## src/rtl/button_pkg.sv

```systemverilog
// Shared types and constants for the push-button conditioning path.
package button_pkg;

  // Per-channel hold-to-repeat state.
  typedef enum logic [1:0] {
    IDLE   = 2'd0,
    HOLD   = 2'd1,
    REPEAT = 2'd2
  } rpt_state_e;

  // Bit positions of the buttons on every 3-bit button bus.
  localparam int BTN_NEXT    = 0;
  localparam int BTN_OK      = 1;
  localparam int BTN_PREV    = 2;
  localparam int NUM_BUTTONS = 3;

  // Larger of two cycle counts; sizes the shared repeat counter.
  function automatic int max_int(input int a, input int b);
    return (a > b) ? a : b;
  endfunction

endpackage

```

## src/rtl/button_channel.sv

```systemverilog
// One button: 2-flop synchronizer, debounce, press pulse and optional hold-to-repeat.
module button_channel
  import button_pkg::*;
#(
  parameter int   DEBOUNCE_CYCLES      = 120000,
  parameter int   REPEAT_DELAY_CYCLES  = 6000000,
  parameter int   REPEAT_PERIOD_CYCLES = 1200000,
  parameter logic REPEAT_EN            = 1'b0
) (
  input  logic clk_i,
  input  logic reset_i,
  input  logic button_async_unsafe_i,
  output logic level_o,
  output logic pulse_o
);

  localparam int CNT_W   = $clog2(DEBOUNCE_CYCLES + 1);
  localparam int RCNT_W  = $clog2(max_int(REPEAT_DELAY_CYCLES, REPEAT_PERIOD_CYCLES) + 1);

  // Terminal values: the counter is one short of the target on the cycle the event fires.
  localparam logic [CNT_W-1:0]  DB_LAST     = CNT_W'(DEBOUNCE_CYCLES - 1);
  localparam logic [CNT_W-1:0]  CNT_ZERO    = {CNT_W{1'b0}};
  localparam logic [CNT_W-1:0]  CNT_ONE     = {{(CNT_W-1){1'b0}}, 1'b1};
  localparam logic [RCNT_W-1:0] DELAY_LAST  = RCNT_W'(REPEAT_DELAY_CYCLES - 1);
  localparam logic [RCNT_W-1:0] PERIOD_LAST = RCNT_W'(REPEAT_PERIOD_CYCLES - 1);
  localparam logic [RCNT_W-1:0] RCNT_ZERO   = {RCNT_W{1'b0}};
  localparam logic [RCNT_W-1:0] RCNT_ONE    = {{(RCNT_W-1){1'b0}}, 1'b1};

  logic              meta_q;
  logic              sync_q;
  logic [CNT_W-1:0]  cnt_q,   cnt_d;
  logic              level_q, level_d;
  logic              pulse_q, pulse_d;
  logic [RCNT_W-1:0] rcnt_q,  rcnt_d;
  rpt_state_e        state_q, state_d;
  logic              rise_s;
  logic              fall_s;

  // Two synchronizer stages; only sync_q is used downstream.
  dff u_sync_meta (
    .clk_i   (clk_i),
    .reset_i (reset_i),
    .d_i     (button_async_unsafe_i),
    .q_o     (meta_q)
  );

  dff u_sync_stable (
    .clk_i   (clk_i),
    .reset_i (reset_i),
    .d_i     (meta_q),
    .q_o     (sync_q)
  );

  // Debounce: count consecutive disagreeing cycles, adopt the synced level after the full run.
  always_comb begin
    cnt_d   = cnt_q;
    level_d = level_q;
    if (sync_q != level_q) begin
      if (cnt_q == DB_LAST) begin
        level_d = sync_q;
        cnt_d   = CNT_ZERO;
      end else begin
        cnt_d   = cnt_q + CNT_ONE;
      end
    end else begin
      cnt_d = CNT_ZERO;
    end
  end

  assign rise_s = ~level_q &  level_d;
  assign fall_s =  level_q & ~level_d;

  // Repeat FSM next state and pulse; a release always wins over a due repeat pulse.
  always_comb begin
    state_d = state_q;
    rcnt_d  = rcnt_q;
    pulse_d = 1'b0;
    if (fall_s) begin
      state_d = IDLE;
      rcnt_d  = RCNT_ZERO;
    end else begin
      case (state_q)
        IDLE: begin
          rcnt_d = RCNT_ZERO;
          if (rise_s) begin
            pulse_d = 1'b1;
            state_d = REPEAT_EN ? HOLD : IDLE;
          end else begin
            state_d = IDLE;
          end
        end
        HOLD: begin
          if (rcnt_q == DELAY_LAST) begin
            pulse_d = 1'b1;
            rcnt_d  = RCNT_ZERO;
            state_d = REPEAT;
          end else begin
            rcnt_d  = rcnt_q + RCNT_ONE;
          end
        end
        REPEAT: begin
          if (rcnt_q == PERIOD_LAST) begin
            pulse_d = 1'b1;
            rcnt_d  = RCNT_ZERO;
          end else begin
            rcnt_d  = rcnt_q + RCNT_ONE;
          end
        end
        default: begin
          state_d = IDLE;
          rcnt_d  = RCNT_ZERO;
        end
      endcase
    end
  end

  // State, counters and registered outputs.
  always_ff @(posedge clk_i) begin
    if (reset_i) begin
      cnt_q   <= CNT_ZERO;
      level_q <= 1'b0;
      pulse_q <= 1'b0;
      rcnt_q  <= RCNT_ZERO;
      state_q <= IDLE;
    end else begin
      cnt_q   <= cnt_d;
      level_q <= level_d;
      pulse_q <= pulse_d;
      rcnt_q  <= rcnt_d;
      state_q <= state_d;
    end
  end

  assign level_o = level_q;
  assign pulse_o = pulse_q;

endmodule

```

## src/rtl/dff.sv

```systemverilog
// Single-bit D flip-flop with synchronous active-high reset.
module dff (
  input  logic clk_i,
  input  logic reset_i,
  input  logic d_i,
  output logic q_o
);

  logic q_q;

  // Capture d_i each cycle, clear on reset.
  always_ff @(posedge clk_i) begin
    if (reset_i) begin
      q_q <= 1'b0;
    end else begin
      q_q <= d_i;
    end
  end

  assign q_o = q_q;

endmodule

```

## src/rtl/button_conditioner.sv

```systemverilog
// Conditions the raw next/ok/prev buttons into debounced levels and press/repeat pulses.
module button_conditioner
  import button_pkg::*;
#(
  parameter int                     DEBOUNCE_CYCLES      = 120000,
  parameter int                     REPEAT_DELAY_CYCLES  = 6000000,
  parameter int                     REPEAT_PERIOD_CYCLES = 1200000,
  parameter logic [NUM_BUTTONS-1:0] REPEAT_MASK          = 3'b101
) (
  input  logic                   clk_i,
  input  logic                   reset_i,
  input  logic [NUM_BUTTONS-1:0] button_async_unsafe_i,
  output logic [NUM_BUTTONS-1:0] level_o,
  output logic [NUM_BUTTONS-1:0] pulse_o
);

  // Reject parameter sets the counters cannot represent.
  if (DEBOUNCE_CYCLES < 2) begin : g_bad_debounce
    $error("button_conditioner: DEBOUNCE_CYCLES must be >= 2");
  end
  if (REPEAT_DELAY_CYCLES < 2) begin : g_bad_delay
    $error("button_conditioner: REPEAT_DELAY_CYCLES must be >= 2");
  end
  if (REPEAT_PERIOD_CYCLES < 2) begin : g_bad_period
    $error("button_conditioner: REPEAT_PERIOD_CYCLES must be >= 2");
  end
  if (BTN_NEXT >= NUM_BUTTONS || BTN_OK >= NUM_BUTTONS || BTN_PREV >= NUM_BUTTONS) begin : g_bad_map
    $error("button_conditioner: button index outside the button bus");
  end

  // Fully independent channel per button.
  for (genvar i = 0; i < NUM_BUTTONS; i++) begin : g_chan
    button_channel #(
      .DEBOUNCE_CYCLES      (DEBOUNCE_CYCLES),
      .REPEAT_DELAY_CYCLES  (REPEAT_DELAY_CYCLES),
      .REPEAT_PERIOD_CYCLES (REPEAT_PERIOD_CYCLES),
      .REPEAT_EN            (REPEAT_MASK[i])
    ) u_chan (
      .clk_i                 (clk_i),
      .reset_i               (reset_i),
      .button_async_unsafe_i (button_async_unsafe_i[i]),
      .level_o               (level_o[i]),
      .pulse_o               (pulse_o[i])
    );
  end

endmodule

```

## config.mk

```make
export PLATFORM = sky130hd
export DESIGN_NAME = button_conditioner
export DESIGN_NICKNAME = d
export VERILOG_FILES = /design/src/rtl/button_pkg.sv /design/src/rtl/button_channel.sv /design/src/rtl/dff.sv /design/src/rtl/button_conditioner.sv
export SDC_FILE = /design/constraint.sdc
export NUM_CORES = 1
export LEC_CHECK = 0
export CAP_MARGIN = 10
export CORE_MARGIN = 2
export CORE_UTILIZATION = 49
export CTS_BUF_LIST = sky130_fd_sc_hd__clkbuf_8 sky130_fd_sc_hd__clkbuf_16
export CTS_CLUSTER_SIZE = 40
export DETAILED_ROUTE_END_ITERATION = 8
export PLACE_DENSITY = 0.65
export SYNTH_ARGS = -nofsm -noshare
export SYNTH_HDL_FRONTEND = slang
export SYNTH_SLANG_ARGS = --single-unit
```

## constraint.sdc

```tcl
create_clock -name clk_i -period 2.65 [get_ports clk_i]
set_input_delay 0.795 -clock clk_i [delete_from_list [all_inputs] [get_ports clk_i]]
set_output_delay 0.795 -clock clk_i [all_outputs]
set_load 0.1 [all_outputs]
```

==> metrics.md <==
| Metric | Value |
|---|---|
| Drt pass-1 iters | 4 |
| Vias per std cell | 5.21 |
| H-Tree Depth | 4 |
| Slew @ Worst Pin | around 750 ps |
| Syn_nets | 598 |
| Vias in the first global route | 3,781 |
| Reg clk slew, reported paths | roughly 50 ps |
| Wirelength, routed | between 9000 and 10,000 um |
| Final Skew | about 9.2 ps |
| Multiplexer area fraction after synthesis | 0.00394 |
| Initial antenna violation count | 0 |
| Clock network latency to the later pin of the worst-skew pair | between 500 and 600 ps |
| Final #Nets | 614 |
| Largest family of logic cells by synthesized area | simple AND/OR/NAND/NOR gates |
| Leakage Power | 1.93 nW |
| Top post-synthesis cells by area | dfxtp_1 (45%), xor2_1 (9.5%), nor2_1 (7.3%) |
| Mean Syn Cell Area | 8.76 sq um |
| CTS Hold Bufs | 0 |
| Post-Synth Simple-Gate Area | 0.305 |
| Top cells by count, synth | dfxtp_1 (113), nor2_1 (99), xor2_1 (55), nand2_1 (39), nand3_1 (37) |
| Hold Fails Final Rpt | 0 |
| Count leader, synth | dfxtp_1 |
| Finished Core Util | 0.582 |
| XOR/XNOR Fraction of Synth Area | 0.153 |
| Vias | 3,878 |
| Antenna cells | 0 |
| Core region area | 10,200 sq um |
| Number of buffers created by CTS | 17 |
| Row count | 37 |
| Grt ovf | 0 |
| Final setup vio count | 0 |
| Worst-path maximum fanout | 23 |
| Initial Utilization | 0.499 |
| Max IR drop VDD | ~0.00068 V |
| Primary FF master, synth | dfxtp_1 |
| Number of synthesized flops with an enable pin | 0 |
| DR DRC count | 0 |
| CP Launch Type | register |
| Hold slack | 433 ps |
| CTS tree | yes |
| Dpl cell area | 5300 sq um |
| Cell Count, Final, Fillers Out | 744 |
| Compound-Gate Fraction of Synth Area | 0.0266 |
| Fmax | 428 MHz |
| # Post-CTS Setup Buffers | 0 |
| Fin Setup TNS | 0 ps |
| Post_cts resized | 0 |
| Die area | 11,200 sq um |
| Seq/Total Area, Yosys | 0.445 |
| CTS Buffer Depth | 2 |
| IO Port Bufs | 10 |
| Die width | approximately 110 um |
| Netlist cell types | 43 |
| First-pass GRT wire length | 16,800 um |
| Status | complete, no violations |
| Hpwl dp | 6340 um |
| GRT Total Usage | 0.186 |
| PD cells | 700 nW/um^2 |
| Worst Path Required | 3030 ps |
| Crit path kind | reg2reg |
| Post-synth top area share | 0.445 |
| Ys Warns | 0 |
| Post-Synth Adder-Cell Area | 0.0320 |
| Max-cap violations | 0 |
| Synthesized area | 5080 sq um |
| Slew HR | 0.501 |
| Die H | 106 um |
| Syn Inst Count | 580 |
| Crit path DAT | 2720 ps |
| Placed instance count | 713 |
| Final instance area | 5930 sq um |
| Tightest Hold Check Type | reg2reg |
| GP Congestion | between 0.7 and 0.8 |
| Largest net degree at the start of global routing | 24 |
| Drt wl/cell | 13.0 um |
| Post-route ant nets | 0 |
| Crit end category | register |
| Tmin final | 2340 ps |
| I/O pins | 11 |
| Clock sink count | about 110 |
| Yosys reg bits | around 110 |
| Root Driver | clkbuf_8 |
| Tcrit/Tclk final | 0.882 |
| Layout cell share with drive strength beyond 1 | 0.0789 |
| Slew Viols, Final | 0 |
| RSZ-0062 raised after global routing | no |
| 1st-iter DRT viols | 130 |
| Cell taking the most area after synthesis | dfxtp_1 |
| Asr flop ratio synth | 0 |
| Synth-to-layout area growth | 16.7% |
-- metal layers --
| layer | global-route usage | share of wire |
|---|---|---|
| met1 | 0.225 | 0.48 |
| met4 | 0.0818 | 0.014 |
| met3 | 0.0519 | 0.025 |
| met5 | 0 | 0 |
| met2 | 0.309 | 0.48 |
-- final timing paths --
check,startpoint,to,slack (ps),cells past startpoint
max reg2reg,g_chan[2].u_chan.cnt_q[11],g_chan[2].u_chan.rcnt_q[6],310,4
min reg2reg,g_chan[1].u_chan.u_sync_meta.q_o,g_chan[1].u_chan.u_sync_stable.q_o,430,1
min,g_chan[1].u_chan.u_sync_meta.q_o,g_chan[1].u_chan.u_sync_stable.q_o,430,1
max,g_chan[2].u_chan.cnt_q[11],g_chan[2].u_chan.rcnt_q[6],310,4
-- registers in the layout, summed over array words and instances (netlist names) --
register,flops
g_chan.u_chan.cnt_q,51
g_chan.u_chan.rcnt_q,46
g_chan.u_chan.state_q,4
g_chan.u_chan.level_o,3
g_chan.u_chan.pulse_o,3
g_chan.u_chan.u_sync_meta.q_o,3
g_chan.u_chan.u_sync_stable.q_o,3
-- kinds of logic (layout without fill, tap and decap cells) --
kind of cell / after synthesis / in the layout
compound gates: 20 / 20
xor+xnor: 89 / 89
fa+ha+maj: 13 / 13
buf+inv: 39 / 67
flops: 113 / 113
mux: 2 / 2
simple gates: 304 / 304
-- critical path: stages, from the launching register on --
cell	delay, ps
dfxtp_1	340
or4b_1	580
o41ai_1	720
a211o_2	460
nor2_1	100
-- report_power, final --
part	total (mW)	internal (mW)	switching, mW
clock	2.41	1.65	0.758
sequential	1.71	1.71	0.00365
combinational	0.0279	0.0119	0.0160
total	4.15	3.37	0.777
-- stage by stage --
stage          setup WS, ps  power [mW]
2_1_floorplan           451        1.76
3_3_place_gp            168        1.77
3_5_place_dp            105        1.77
4_1_cts                81.6        4.19
5_1_grt                96.0        4.26
6_report                314        4.15
-- layout by cell type (no fill, tap or decap), types with 2 or more instances in the layout --
cell,n
dfxtp_1,113
nor2_1,99
xor2_1,55
nand2_1,39
nand3_1,37
xnor2_1,34
nor3_1,30
nand4_1,25
inv_1,21
clkbuf_16,16
and3_1,14
ha_1,13
buf_4,11
nor4_1,9
and4_1,7
nor2b_1,7
o21ai_0,6
and2_1,5
or4_1,5
bufinv_16,5
nor4b_1,4
a21oi_1,4
clkinv_2,4
clkdlybuf4s50_1,4
nor3b_1,3
or3_1,3
nand2b_1,3
nor4bb_1,3
nand3b_1,3
clkbuf_8,3
nand4b_1,2
or4_4,2
o21a_1,2
mux2i_1,2
clkinvlp_4,2
-- cell type report --
type                       instances  area, sq um
clock buffer                      19          442
clock inverter                    12          189
fill                             877         4260
inverter                          20         75.1
multi-input combinational        428         2650
sequential                       113         2260
tap                              136          170
timing repair buffer              16          143
No activity file was read; power rests on OpenSTA's default activity.
